**config.mk**
```make
export PLATFORM = sky130hd
export DESIGN_NAME = uram_line_reader
export DESIGN_NICKNAME = d
export VERILOG_FILES = /design/src/rtl/uram_line_reader.sv
export SDC_FILE = /design/constraint.sdc
export NUM_CORES = 1
export LEC_CHECK = 0
export ABC_AREA = 1
export ABC_CLOCK_PERIOD_IN_PS = 4360
export CORE_AREA = 2 2 423 425
export CTS_CLUSTER_DIAMETER = 30
export DETAILED_ROUTE_END_ITERATION = 8
export DIE_AREA = 0 0 425 427
export GPL_TIMING_DRIVEN = 0
export PLACE_DENSITY_LB_ADDON = 0.1
export REMOVE_ABC_BUFFERS = 1
export SKIP_LAST_GASP = 1
export SLEW_MARGIN = 20
export SYNTH_ARGS = -nofsm -noshare
export SYNTH_HDL_FRONTEND = slang
export SYNTH_SLANG_ARGS = --single-unit
export TNS_END_PERCENT = 10
```
**constraint.sdc**
```tcl
create_clock -name clk2x -period 4.36 [get_ports clk2x]
set_input_delay 1.09 -clock clk2x [delete_from_list [all_inputs] [get_ports clk2x]]
set_output_delay 1.09 -clock clk2x [all_outputs]
set_load 0.01 [all_outputs]
```
**src/rtl/uram_line_reader.sv**
```systemverilog
// L2 -> L1 line reader: sequences BEATS URAM reads per accepted line, writes each
// returned beat into L1 and issues an in-order, credit-limited per-stream response.
module uram_line_reader #(
  parameter int DATA_WIDTH = 64,
  parameter int WAYS       = 8,
  parameter int NSTRMS     = 16,
  parameter int NCL        = 128,
  parameter int L1_NCL     = 16,
  parameter int BEATS      = 2,
  parameter int RD_LAT     = 2,
  parameter int RSP_DEPTH  = 4,
  localparam int W  = WAYS * DATA_WIDTH,
  localparam int SW = $clog2(NSTRMS),
  localparam int PW = $clog2(NCL),
  localparam int LW = $clog2(L1_NCL),
  localparam int BW = (BEATS > 1) ? $clog2(BEATS) : 1
) (
  input  logic                 clk2x,
  input  logic                 reset,
  input  logic                 i_req_v,
  output logic                 i_req_r,
  input  logic [SW-1:0]        i_req_sid,
  input  logic [PW-1:0]        i_req_ptr,
  output logic                 o_ram_re,
  output logic [SW+PW+BW-1:0]  o_ram_ra,
  input  logic [W-1:0]         i_ram_rd,
  output logic                 o_we,
  output logic [SW+LW+BW-1:0]  o_wa,
  output logic [W-1:0]         o_wd,
  output logic [NSTRMS-1:0]    o_rsp_v,
  input  logic [NSTRMS-1:0]    i_rsp_r
);

  localparam int CW = $clog2(RSP_DEPTH + 1);
  localparam int FW = (RSP_DEPTH > 1) ? $clog2(RSP_DEPTH) : 1;

  localparam logic [0:0] IDLE  = 1'b0;
  localparam logic [0:0] ISSUE = 1'b1;

  typedef struct packed {
    logic [SW-1:0] sid;
    logic [LW-1:0] lptr;
    logic [BW-1:0] b;
    logic          last;
  } beat_t;

  logic [0:0]    state_q;
  logic [BW-1:0] b_q;
  logic [SW-1:0] sid_q;
  logic [PW-1:0] ptr_q;
  logic [CW-1:0] credit_q;
  logic          accept;
  logic          last_beat;
  logic          issue;
  logic          pop;

  assign last_beat = (b_q == BW'(BEATS - 1));
  assign issue     = (state_q == ISSUE) && !reset;
  assign i_req_r   = !reset && ((state_q == IDLE) || ((state_q == ISSUE) && last_beat))
                     && (credit_q < CW'(RSP_DEPTH));
  assign accept    = i_req_v && i_req_r;
  assign o_ram_re  = issue;
  assign o_ram_ra  = issue ? {sid_q, ptr_q, b_q} : '0;

  // NOTE: state registers use non-blocking assignments so every flop samples pre-edge values.
  always_ff @(posedge clk2x) begin
    if (reset) begin
      state_q <= IDLE;
      b_q     <= '0;
      sid_q   <= '0;
      ptr_q   <= '0;
    end else if (accept) begin
      state_q <= ISSUE;
      b_q     <= '0;
      sid_q   <= i_req_sid;
      ptr_q   <= i_req_ptr;
    end else if (state_q == ISSUE) begin
      if (last_beat) begin
        state_q <= IDLE;
        b_q     <= '0;
      end else begin
        b_q <= b_q + BW'(1);
      end
    end
  end

  // Read-latency pipe: valid bits are reset, the payload only travels with them.
  logic [RD_LAT-1:0] pv_q;
  beat_t             pd_q [RD_LAT];
  beat_t             pipe_in;
  beat_t             wr;

  assign pipe_in = '{sid: sid_q, lptr: ptr_q[LW-1:0], b: b_q, last: last_beat};

  always_ff @(posedge clk2x) begin
    if (reset) begin
      pv_q <= '0;
    end else begin
      pv_q[0] <= issue;
      for (int k = 1; k < RD_LAT; k++) pv_q[k] <= pv_q[k-1];
    end
  end

  always_ff @(posedge clk2x) begin
    pd_q[0] <= pipe_in;
    for (int k = 1; k < RD_LAT; k++) pd_q[k] <= pd_q[k-1];
  end

  assign wr   = pd_q[RD_LAT-1];
  assign o_we = pv_q[RD_LAT-1] && !reset;
  assign o_wa = o_we ? {wr.sid, wr.lptr, wr.b} : '0;
  assign o_wd = i_ram_rd;

  // Response FIFO; o_rsp_v is registered from the post-update head.
  logic [SW-1:0]     fifo_mem [RSP_DEPTH];
  logic [FW-1:0]     wr_ptr_q, rd_ptr_q, rd_next;
  logic [CW-1:0]     count_q, count_d, remaining;
  logic [SW-1:0]     head_d;
  logic [NSTRMS-1:0] rsp_v_q, rsp_v_d;
  logic              push;

  function automatic logic [FW-1:0] wrap_inc(input logic [FW-1:0] p);
    return (p == FW'(RSP_DEPTH - 1)) ? '0 : p + FW'(1);
  endfunction

  assign push    = o_we && wr.last;
  assign o_rsp_v = reset ? '0 : rsp_v_q;
  assign pop     = |(o_rsp_v & i_rsp_r);

  // NOTE: every always_comb output gets a default first so no path can infer a latch.
  always_comb begin
    count_d   = count_q;
    rd_next   = pop ? wrap_inc(rd_ptr_q) : rd_ptr_q;
    remaining = count_q - CW'(pop);
    head_d    = wr.sid;
    rsp_v_d   = '0;
    if (push && !pop)      count_d = count_q + CW'(1);
    else if (pop && !push) count_d = count_q - CW'(1);
    if (remaining != '0) head_d = fifo_mem[rd_next];
    if (count_d != '0)   rsp_v_d = NSTRMS'(1) << head_d;
  end

  always_ff @(posedge clk2x) begin
    if (reset) begin
      count_q  <= '0;
      rd_ptr_q <= '0;
      wr_ptr_q <= '0;
      rsp_v_q  <= '0;
    end else begin
      count_q  <= count_d;
      rd_ptr_q <= rd_next;
      rsp_v_q  <= rsp_v_d;
      if (push) wr_ptr_q <= wrap_inc(wr_ptr_q);
    end
  end

  // NOTE: FIFO storage is not reset; count/pointers alone decide which entries are live.
  always_ff @(posedge clk2x) begin
    if (push) fifo_mem[wr_ptr_q] <= wr.sid;
  end

  // A pop frees its credit for the following cycle, since i_req_r reads credit_q.
  always_ff @(posedge clk2x) begin
    if (reset)               credit_q <= '0;
    else if (accept && !pop) credit_q <= credit_q + CW'(1);
    else if (pop && !accept) credit_q <= credit_q - CW'(1);
  end

endmodule

```
; After elaboration in Yosys (flattened, before gate mapping)
; Memory sizes are Yosys's and may differ from the RTL's.
; Cells that the tools add are included.
; Widths: inputs -> output; s select.
[op_classes]
div_mod_pow = 0
shift = 1
eq_ne = 2
reduce_logical = 22
magnitude_cmp = 1
n_addsub = 8
n_mux = 17
mul = 0
n_bitwise = 3
[op_table]
columns = operator, count
row1 = $and 16x16->16, 1
row2 = $mux 16, 1
row3 = $reduce_or 16->1, 1
row4 = $shl 1x4->16 const A, 1
row5 = $mux 12, 1
row6 = $mux 3, 4
row7 = $logic_and 1x1->1, 11
row8 = $mux 9, 1
row9 = $add 3x1->3 const B, 2
row10 = $mux 1, 6
row11 = $mux 2, 3
row12 = $reduce_bool 3->1, 2
row13 = $sub 3x1->3 const B, 2
row14 = $add 2x1->2 const B, 2
row15 = $eq 2x2->1 const B, 2
row16 = $logic_not 1->1, 4
row17 = $mux 4, 1
row18 = $reduce_or 2->1, 2
row19 = $lt 3x3->1 const B, 1
row20 = $sub 3x1->3, 1
row21 = $not 1->1, 2
row22 = $reduce_bool 2->1, 1
row23 = $add 1x1->1 const B, 1
row24 = $logic_or 1x1->1, 1
[word_totals]
input_bits = 542
romBits = 0
latchBits = 0
n_memories = 2
elab_cells = 66
mem_bits_rw = 36
ff_bits = 41
[memory_table]
columns = name, depth, width, rd, rd_ports_with_merged_regs, wr, line_no
row1 = pd_q, 2, 10, 2, 0, 2, 89  ; beat_t pd_q [RD_LAT];
row2 = fifo_mem, 4, 4, 1, 0, 1, 115  ; logic [SW-1:0] fifo_mem [RSP_DEPTH];

; Longest topological paths before layout
; Gate-level depths: netlist (run 1).
[logic_depth]
word_depth = 10
depth_mapped = 19
mapped_depth_nobuf = 18

; Worst setup path before layout (run 1)
; No wires, ideal clock.
[synth_path]
path_kind = input -> output
from = in reset
to = out o_ram_ra[10]
arrival_ns = 2.143
cell_stages = 7
slack_ns = 1.127
path_buffers = 4
path_cell_list = buf_4 inv_4 buf_6 buf_2 clkbuf_1 nand2_1 nor2_1
[synth_between]
elab_chain_cells = 3
[synth_rtl]
columns = item, line_no
row1 = start: declaration, 19  ; input logic reset,
row2 = $logic_not 1->1, 58  ; assign issue = (state_q == ISSUE) && !reset;
row3 = $logic_and 1x1->1, 58
row4 = $mux 12, 63  ; assign o_ram_ra = issue ? {sid_q, ptr_q, b_q} : '0;
row5 = end: declaration, 25  ; output logic [SW+PW+BW-1:0] o_ram_ra,
; Every way passes these cells.

; Worst setup path after layout (run 1)
[layout_path]
from = in reset
to = out o_wa[0]
[layout_between]
elab_chain_cells = 3
[layout_rtl]
columns = item, line_no
row1 = $logic_not 1->1, 110  ; assign o_we = pv_q[RD_LAT-1] && !reset;
row2 = $logic_and 1x1->1, 110
row3 = $mux 9, 111  ; assign o_wa = o_we ? {wr.sid, wr.lptr, wr.b} : '0;
row4 = end: declaration, 28  ; output logic [SW+LW+BW-1:0] o_wa,
; Every way passes these cells.

==> results.md, run 1 <==
- The total clock sinks is 75.
- The dominant cell type by area after synthesis is buf_4.
- The final count of hold timing violations is 0.
- Summing all placed instances gives a cell area of 6790 sq um.
- The cell count after synthesis is 910.
- Before antenna repair, the detailed router went through 4 iterations.
- The number of pins exceeding their max-slew limit in the final report is 0.
- The register bit count reported by yosys is 75.
- The number of placed cells counting well taps is 2813.
- The number of buffers inserted during clock tree synthesis is 9.
- The die span in x is 425 um.
- Along the worst path, the maximum fanout reaches 35.
- The maximum level of the CTS H-tree is 3.
- For this run, the share of the core covered by cells in the final layout is 0.0401.
- The setup path with the least slack is of type input port to output port.
- The cell row count is 155.
- The part of the Yosys area used for sequential elements is 0.236.
- For flop-to-flop paths, the worst setup slack is 0.91 ns.
- The number of cells in the finished layout apart from fillers is 2830.
- Across every metal layer, demand over resource in global routing totals 0.317.
- The met1 global-route usage is 0.0514.
- The largest incremental delay on the critical path is 0.41 ns.
- In this run the critical register-to-register path is captured at credit_q[2].
- The run finished with clean final reports.
- The number of input and output port buffers inserted is 69.
- The transition time at the pin with the least slew margin is 0.921 ns.
- Of the cells placed in the final design, the portion with a size suffix greater than 1 is 0.0928.
- The library cell used as clock root buffer is clkbuf_16.
- The worst path in the final design needs a cycle of 4.14 ns, including I/O delays and setup.
- The global routing usage on met2 is 0.574.
- The maximum buffer depth of the clock tree is 2.
- The hold-critical path depth is 0.
- For this configuration, the core starts out at a cell density of 0.0396.
- In this run, post-CTS hold repair placed 0 buffers.
- The mean area per synthesized cell is 7.72 sq um.
- The net count of the finished layout is 1021.
- After filler insertion, the fill cell instance count of the layout stands at 21200.
- The DRC violation count after routing is 0.
- Max-cap violations in this run came to 0.
- The DRC marker count from the first detailed-route iteration is 755.
- The first global-routing pass estimated 307000 um of wire.
- The total number of cells along the worst setup path is 8.
- The finished cells cover 7100 sq um.
- The register clock-pin slew on the reported worst setup and hold paths is 0.07 ns.
- The area of the mapped netlist is 7030 sq um.
- The number of buffer and inverter stages on the critical path is 6.
- On the critical path the largest part of the delay comes from buffers and inverters.
- The number of antenna violations at the first check in global routing is 1.
- Measured along the y axis, the die boundary spans 427 um.
- Power spread over the standard cell area amounts to 396 nW/um^2.
- The cell depth of the worst flop-to-flop path is 12.
- The count of yosys warnings during synthesis is 0.
- From synthesis to final layout, the design area changed by 1.01%.
- The share of the synthesized area in the top cell type is 0.549.
- For this run, global-route usage on met3 was measured as 0.473.
- The final total negative setup slack is 0 ns.
- The via-per-instance ratio is 2.06.
- Sorting the synthesized cells by area gives the leading types as buf_4 55%, dfxtp_1 17%, edfxtp_1 6.8%, nand2_1 4.0%, nor2_1 3.8%.
- Of the available clock period, the critical path in the final layout requires 0.949.
- For this design, the slowest cell found on the critical path is clkdlybuf4s15_2.
- The worst setup path is captured at an output port.
- 1094 I/O pins were placed.
- The clock arrives with 0.0202 ns of skew.
- The via count of the first global-routing pass is 4600.
- Routability-driven placement finished with a final weighted congestion of 1.44.
- The total overflow left after global routing is 0.
- The relative slew slack is 0.386.
- The number of distinct standard cells referenced by the synthesized netlist is 29.
- The start point of the critical path is reset.
- Based on the critical path, the design can be clocked at up to 242 MHz.
- On the final layout, the worst hold slack is 0.332 ns.
- The critical path ends at o_wa[0].
- Entering global routing, the biggest net connects 36 pins.
- The signal on the critical path passes through clkbuf_4, buf_16, inv_8, nand2_2, inv_1, nand2_2, inv_1, clkdlybuf4s15_2.
- The total half-perimeter wirelength after legalization and detailed placement is 292000 um.
- The worst register-to-register path begins at state_q.
- The detail route stage leaves a number of antenna-violating nets equal to 0.
- The number of setup violations in the final report is 0.
- The total number of vias is 5840.
- The detailed-route wire length per cell is 105 um.
- Setup repair after global routing left no endpoint under its margin.
- STA classifies the critical path startpoint as an input port.
- In this run the most used layer during global routing was met2.
- The reported leakage power is 1.80 nW.
- The core outline area is 177000 sq um.
- The min-delay analysis places its worst path in the category register to register.
- TritonCTS built the clock tree.
- The clock insertion delay at the later pin of the skew report is 0.38 ns.
- Summed over all layers, the routed wires come to 297000 um.
- The floorplan step defined a die boundary enclosing 181000 sq um.
- The endpoint arrival time on the critical path is 3.05 ns.
- STA puts the critical path data required time at 3.27 ns.
- The worst IR drop on VDD is 0.000215 V.
[synth_stat cells]
cell	number
o21ai_0	16
clkbuf_1	6
nor2_1	71
edfxtp_1	16
o21a_1	1
or2_2	1
buf_4	514
or2_1	1
nor3_1	2
nand2_4	1
ha_1	9
xor2_1	1
buf_2	1
a21oi_1	6
nor2_8	1
fa_1	1
buf_6	1
o21ai_2	2
nand3_2	4
clkinv_1	1
inv_2	2
nand3_1	45
o21ai_1	2
inv_1	59
nand2_2	11
inv_4	1
o21bai_2	1
dfxtp_1	59
nand2_1	74
[worst min path at each step]
stage                    start           to  slack (ns)
global placement    pd_q[0][7]  pd_q[0][17]        0.32
finish              pd_q[0][6]  pd_q[0][16]        0.33
detailed placement  pd_q[0][6]  pd_q[0][16]        0.32
floorplan           pd_q[0][1]  pd_q[0][11]        0.31
global route        pd_q[0][6]  pd_q[0][16]        0.34
CTS                 pd_q[0][6]  pd_q[0][16]        0.33
[registers in the layout, summed over array words and instances (netlist names)]
| signal | cells |
|---|---|
| credit_q | 3 |
| pd_q | 18 |
| fifo_mem | 16 |
| count_q | 3 |
| state_q | 1 |
| pv_q | 2 |
| b_q | 1 |
| rd_ptr_q | 2 |
| wr_ptr_q | 2 |
| ptr_q | 7 |
| rsp_v_q | 16 |
| sid_q | 4 |
[layout make-up]
type / count / area, sq um / share of cell area
Inverter: 63 / 244 / 0.0344
Timing Repair Buffer: 70 / 717 / 0.101
Clock buffer: 9 / 225 / 0.0317
Clock inverter: 7 / 67.6 / 0.00952
Sequential cell: 75 / 1660 / 0.234
Multi-Input combinational cell: 250 / 1230 / 0.174
Tap cell: 2355 / 2950 / 0.415
Antenna cell: 1 / 2.50 / 0.000352
[cells by family (layout without fill, tap and decap cells)]
kind of cell | after synthesis | after routing | share of synthesized area
AO/OA/AOI/OAI | 28 | 28 | 0.0223
other | 0 | 1 | 0
adder cells (fa/ha/maj) | 10 | 10 | 0.0189
buffers and inverters | 585 | 149 | 0.589
flip-flops | 75 | 75 | 0.236
XOR/XNOR | 1 | 1 | 0.00125
AND/OR/NAND/NOR | 211 | 211 | 0.133
[per-stage QoR]
stage          total power [mW]  setup WS, ns
2_1_floorplan              1.59          1.30
3_3_place_gp               2.03         -2.00
3_5_place_dp               2.03        -0.641
4_1_cts                    2.89        0.0319
5_1_grt                    3.04        0.0219
6_report                   2.81         0.221
[placed cells by master, fill, tap and decap left out, drive strengths merged, types with 2 or more instances in the layout]
cell type | Yosys | routed
a21oi | 6 | 6
clkbuf | 6 | 10
clkdlybuf4s50 | 0 | 67
clkinv | 1 | 2
dfxtp | 59 | 59
edfxtp | 16 | 16
ha | 9 | 9
inv | 62 | 67
nand2 | 86 | 86
nand3 | 49 | 49
nor2 | 72 | 72
nor3 | 2 | 2
o21ai | 20 | 20
or2 | 2 | 2
[power by group]
group	switching, mW	total (mW)	leakage [nW]	internal [mW]
Clock	0.410	0.814	0.142	0.404
Sequential	0.0784	0.896	0.629	0.818
Combinational	0.772	1.10	1.03	0.326
[metal layers]
| layer | up-vias | routed length (um) |
|---|---|---|
| li1 | 1384 | - |
| met1 | 2123 | 18700 |
| met2 | 2006 | 148000 |
| met3 | 247 | 92600 |
| met4 | 80 | 31000 |
| met5 | - | 5940 |
[what timing repair did]
item	in CTS	in global routing
buffers inserted	0	0
hold endpoints to repair	0	0
resized for setup	5	2
pin swaps	0	0
setup endpoints to repair	1	16
Power figures use the tool's default switching activity.
==> run 2, diff against run 1 <==
- ABC_CLOCK_PERIOD_IN_PS: 4360 -> 5350
- CTS_CLUSTER_DIAMETER: 30 -> not set
- SLEW_MARGIN: 20 -> 15
- clock period: 4.36 -> 5.35 ns (I/O delays scaled with it)
==> run 2 against run 1 <==
  * Global-route usage barely moved
  * Count of clock-buffer cells in the layout up 1
  * Via count is 0.98% higher
  * Cell count is essentially flat
  * Critical endpoint unchanged
  * Clock power fell by 10%
  * Sequential power down 18%
  * First-iteration DRC count grew 4.8%
  * Largest cell class unchanged
  * Critical path depth shrank 1
==> results.md, run 2 (synthesis results as in run 1) <==
- The via count of the first global-routing pass is 4669.
- The number of flip-flops under the largest register name is 18.
- The largest individual stage delay along the critical path comes from the cell dlygate4sd2_1.
- The final layout contains 1020 nets.
- The global-route wire length before repair is 307000 um.
- The library cell used as clock root buffer is clkbuf_16.
- The endpoint arrival time on the critical path is 3.62 ns.
- In this design, the stage delay of the slowest critical-path cell is 0.59 ns.
- In the layout the commonest cells are 74 x nand2_1, 71 x nor2_1, 67 x clkdlybuf4s50_1.
- The path category of the worst min-delay check is register to register.
- The number of buffers inserted during clock tree synthesis is 9.
- The worst path meets setup with 0.397 ns of slack.
- Once layout is done, the placed cells without fillers occupy 7090 sq um.
- In this run the tightest slew margin relative to its limit is 0.418.
- The detailed router finished its first iteration with 791 violations.
- Traced cell by cell, the critical path runs through buf_2, inv_6, nand2_2, inv_1, nand2_2, inv_1, dlygate4sd2_1.
- Dividing the detail-routed wire length by the instance count gives 105 um.
- From bottom edge to top edge, the die measures 427 um.
- At the pin with the least slew margin, the transition time is 0.872 ns.
- The worst IR drop on VDD is 0.000178 V.
- Relative to the synthesized area, the layout overhead comes to 0.855%.
- The count of nets left with antenna violations once routing finished came out at 0.
- The tool flagged a number of max-cap violations equal to 0.
- The aggregate global-route resource usage is 0.317.
- The die covers 181000 sq um.
- The wire length reported by the detailed router is 297000 um.
- Dividing the detail-routed via count by the number of cells gives 2.09.
- The category of the worst setup path launch point is an input port.
- The DRC violation count after routing is 0.
- The register clock-pin slew on the reported worst setup and hold paths is 0.08 ns.
- For the worst setup path, the data required time is 4.01 ns.
- The number of pins exceeding their max-slew limit in the final report is 0.
- The total grt overflow is 0.
- Summing all placed instances gives a cell area of 6760 sq um.
- In this run the tool buffered the top-level ports with 69 buffer cells.
- The flow ran to the end, and the final reports show no timing, DRC or antenna violations.
- The final count of hold timing violations is 0.
- The total clock sinks is 75.
- The pin count of the biggest net entering global routing is 36.
- The number of buffers inserted to repair setup after CTS is 0.
- The congestion estimate from routability-driven global placement came to 1.44.
- The final-layout fill cell count is 21200.
- Static timing analysis puts the maximum clock frequency at 202 MHz.
- The die is 425 um wide.
- The H-tree was split into 3 levels.
- The highest net fanout along the worst path is 35.
- The total number of vias is 5897.
- Of the available clock period, the critical path in the final layout requires 0.926.
- The initial core utilization is 0.0396.
- In the final layout, the share of cells above drive strength 1 is 0.0846.
- Ranked by flip-flop count, first place goes to pd_q.
- The floorplan has 155 rows.
- For this design the ratio of total power to cell area is 331 nW/um^2.
- The total half-perimeter wirelength after legalization and detailed placement is 292000 um.
- The most common cell after layout, fill and taps aside is nand2_1.
- Clock latency on the worst-skew pair, taken at its later pin, is 0.38 ns.
- Setup repair after global routing left no endpoint under its margin.
- The nature of the critical path endpoint is an output port.
- The count of boundary I/O pins is 1094.
- The floorplan step defined a core boundary enclosing 177000 sq um.
- The maximum buffer depth of the clock tree is 2.
- TritonCTS built the clock tree.
- 0 antenna diodes ended up in the layout.
- The reported leakage power is 1.80 nW.
- The number of antenna violations at the first check in global routing is 2.
- Clock skew on the completed layout was measured at 0.0180 ns.
- The path type of the worst setup path is input port to output port.
- The worst slack at placement is -0.196 ns.
- The clock period minus worst slack is 4.95 ns.
- Setup violations remaining at the end of the flow were counted as 0.
- The pre-antenna-repair detailed-routing pass consisted of 5 iterations.
- The largest registers in the layout are pd_q (18), fifo_mem (16), rsp_v_q (16).
[run 2: worst max-delay path, delay by kind of cell]
kind / cells / cell delay (ns)
buffers and inverters: 5 / 1.76
and+or+nand+nor: 2 / 0.41
[run 2: timing repair]
| item | in CTS | in global routing |
|---|---|---|
| endpoints found under the setup margin | 1 | 0 |
| hold buffers | 0 | 0 |
| resized for setup | 2 | 0 |
[run 2: layer usage]
layer / vias up / global-route usage / routed length, um / part of all wire
met5: - / 0.239 / 5600 / 0.019
met4: 82 / 0.249 / 30800 / 0.10
met3: 252 / 0.474 / 91600 / 0.31
met2: 2057 / 0.572 / 149000 / 0.50
met1: 2128 / 0.0512 / 20100 / 0.068
li1: 1378 / - / - / -
[run 2: stage by stage]
stage | total power, mW | TNS, ns | instances | util | hold WS, ns
6_report | 2.35 | 0 | 2828 | 0.0400 | 0.328
5_1_grt | 2.54 | 0 | 2828 | 0.0400 | 0.336
4_1_cts | 2.41 | 0 | 2828 | 0.0400 | 0.327
3_5_place_dp | 1.64 | -0.196 | 2812 | 0.0382 | 0.319
3_3_place_gp | 1.66 | -32.31 | 2812 | 0.0382 | 0.315
2_1_floorplan | 1.29 | 0 | 388 | - | 0.310
[run 2: path summary, 6_finish.rpt]
kind | startpoint | cells after the start | slack (ns) | to
setup / recovery | reset | 7 | 0.40 | o_wa[0]
hold reg to reg | pd_q[0][7] | 0 | 0.33 | pd_q[0][17]
setup reg to reg | state_q | 12 | 1.94 | credit_q[2]
hold / removal | pd_q[0][7] | 0 | 0.33 | pd_q[0][17]
[run 2: cell type report]
class	instances	area, sq um	area share
Tap cell	2355	2950	0.416
Sequential cell	75	1660	0.234
Multi-Input combinational cell	250	1230	0.174
Timing Repair Buffer	69	684	0.0966
Inverter	63	241	0.0341
Clock buffer	10	229	0.0323
Clock inverter	6	95.1	0.0134
[run 2: power breakdown]
part / switching, mW / internal (mW) / total, mW
Sequential: 0.0649 / 0.667 / 0.732
Combinational: 0.626 / 0.259 / 0.885
Clock: 0.317 / 0.416 / 0.733
Total: 1.01 / 1.34 / 2.35
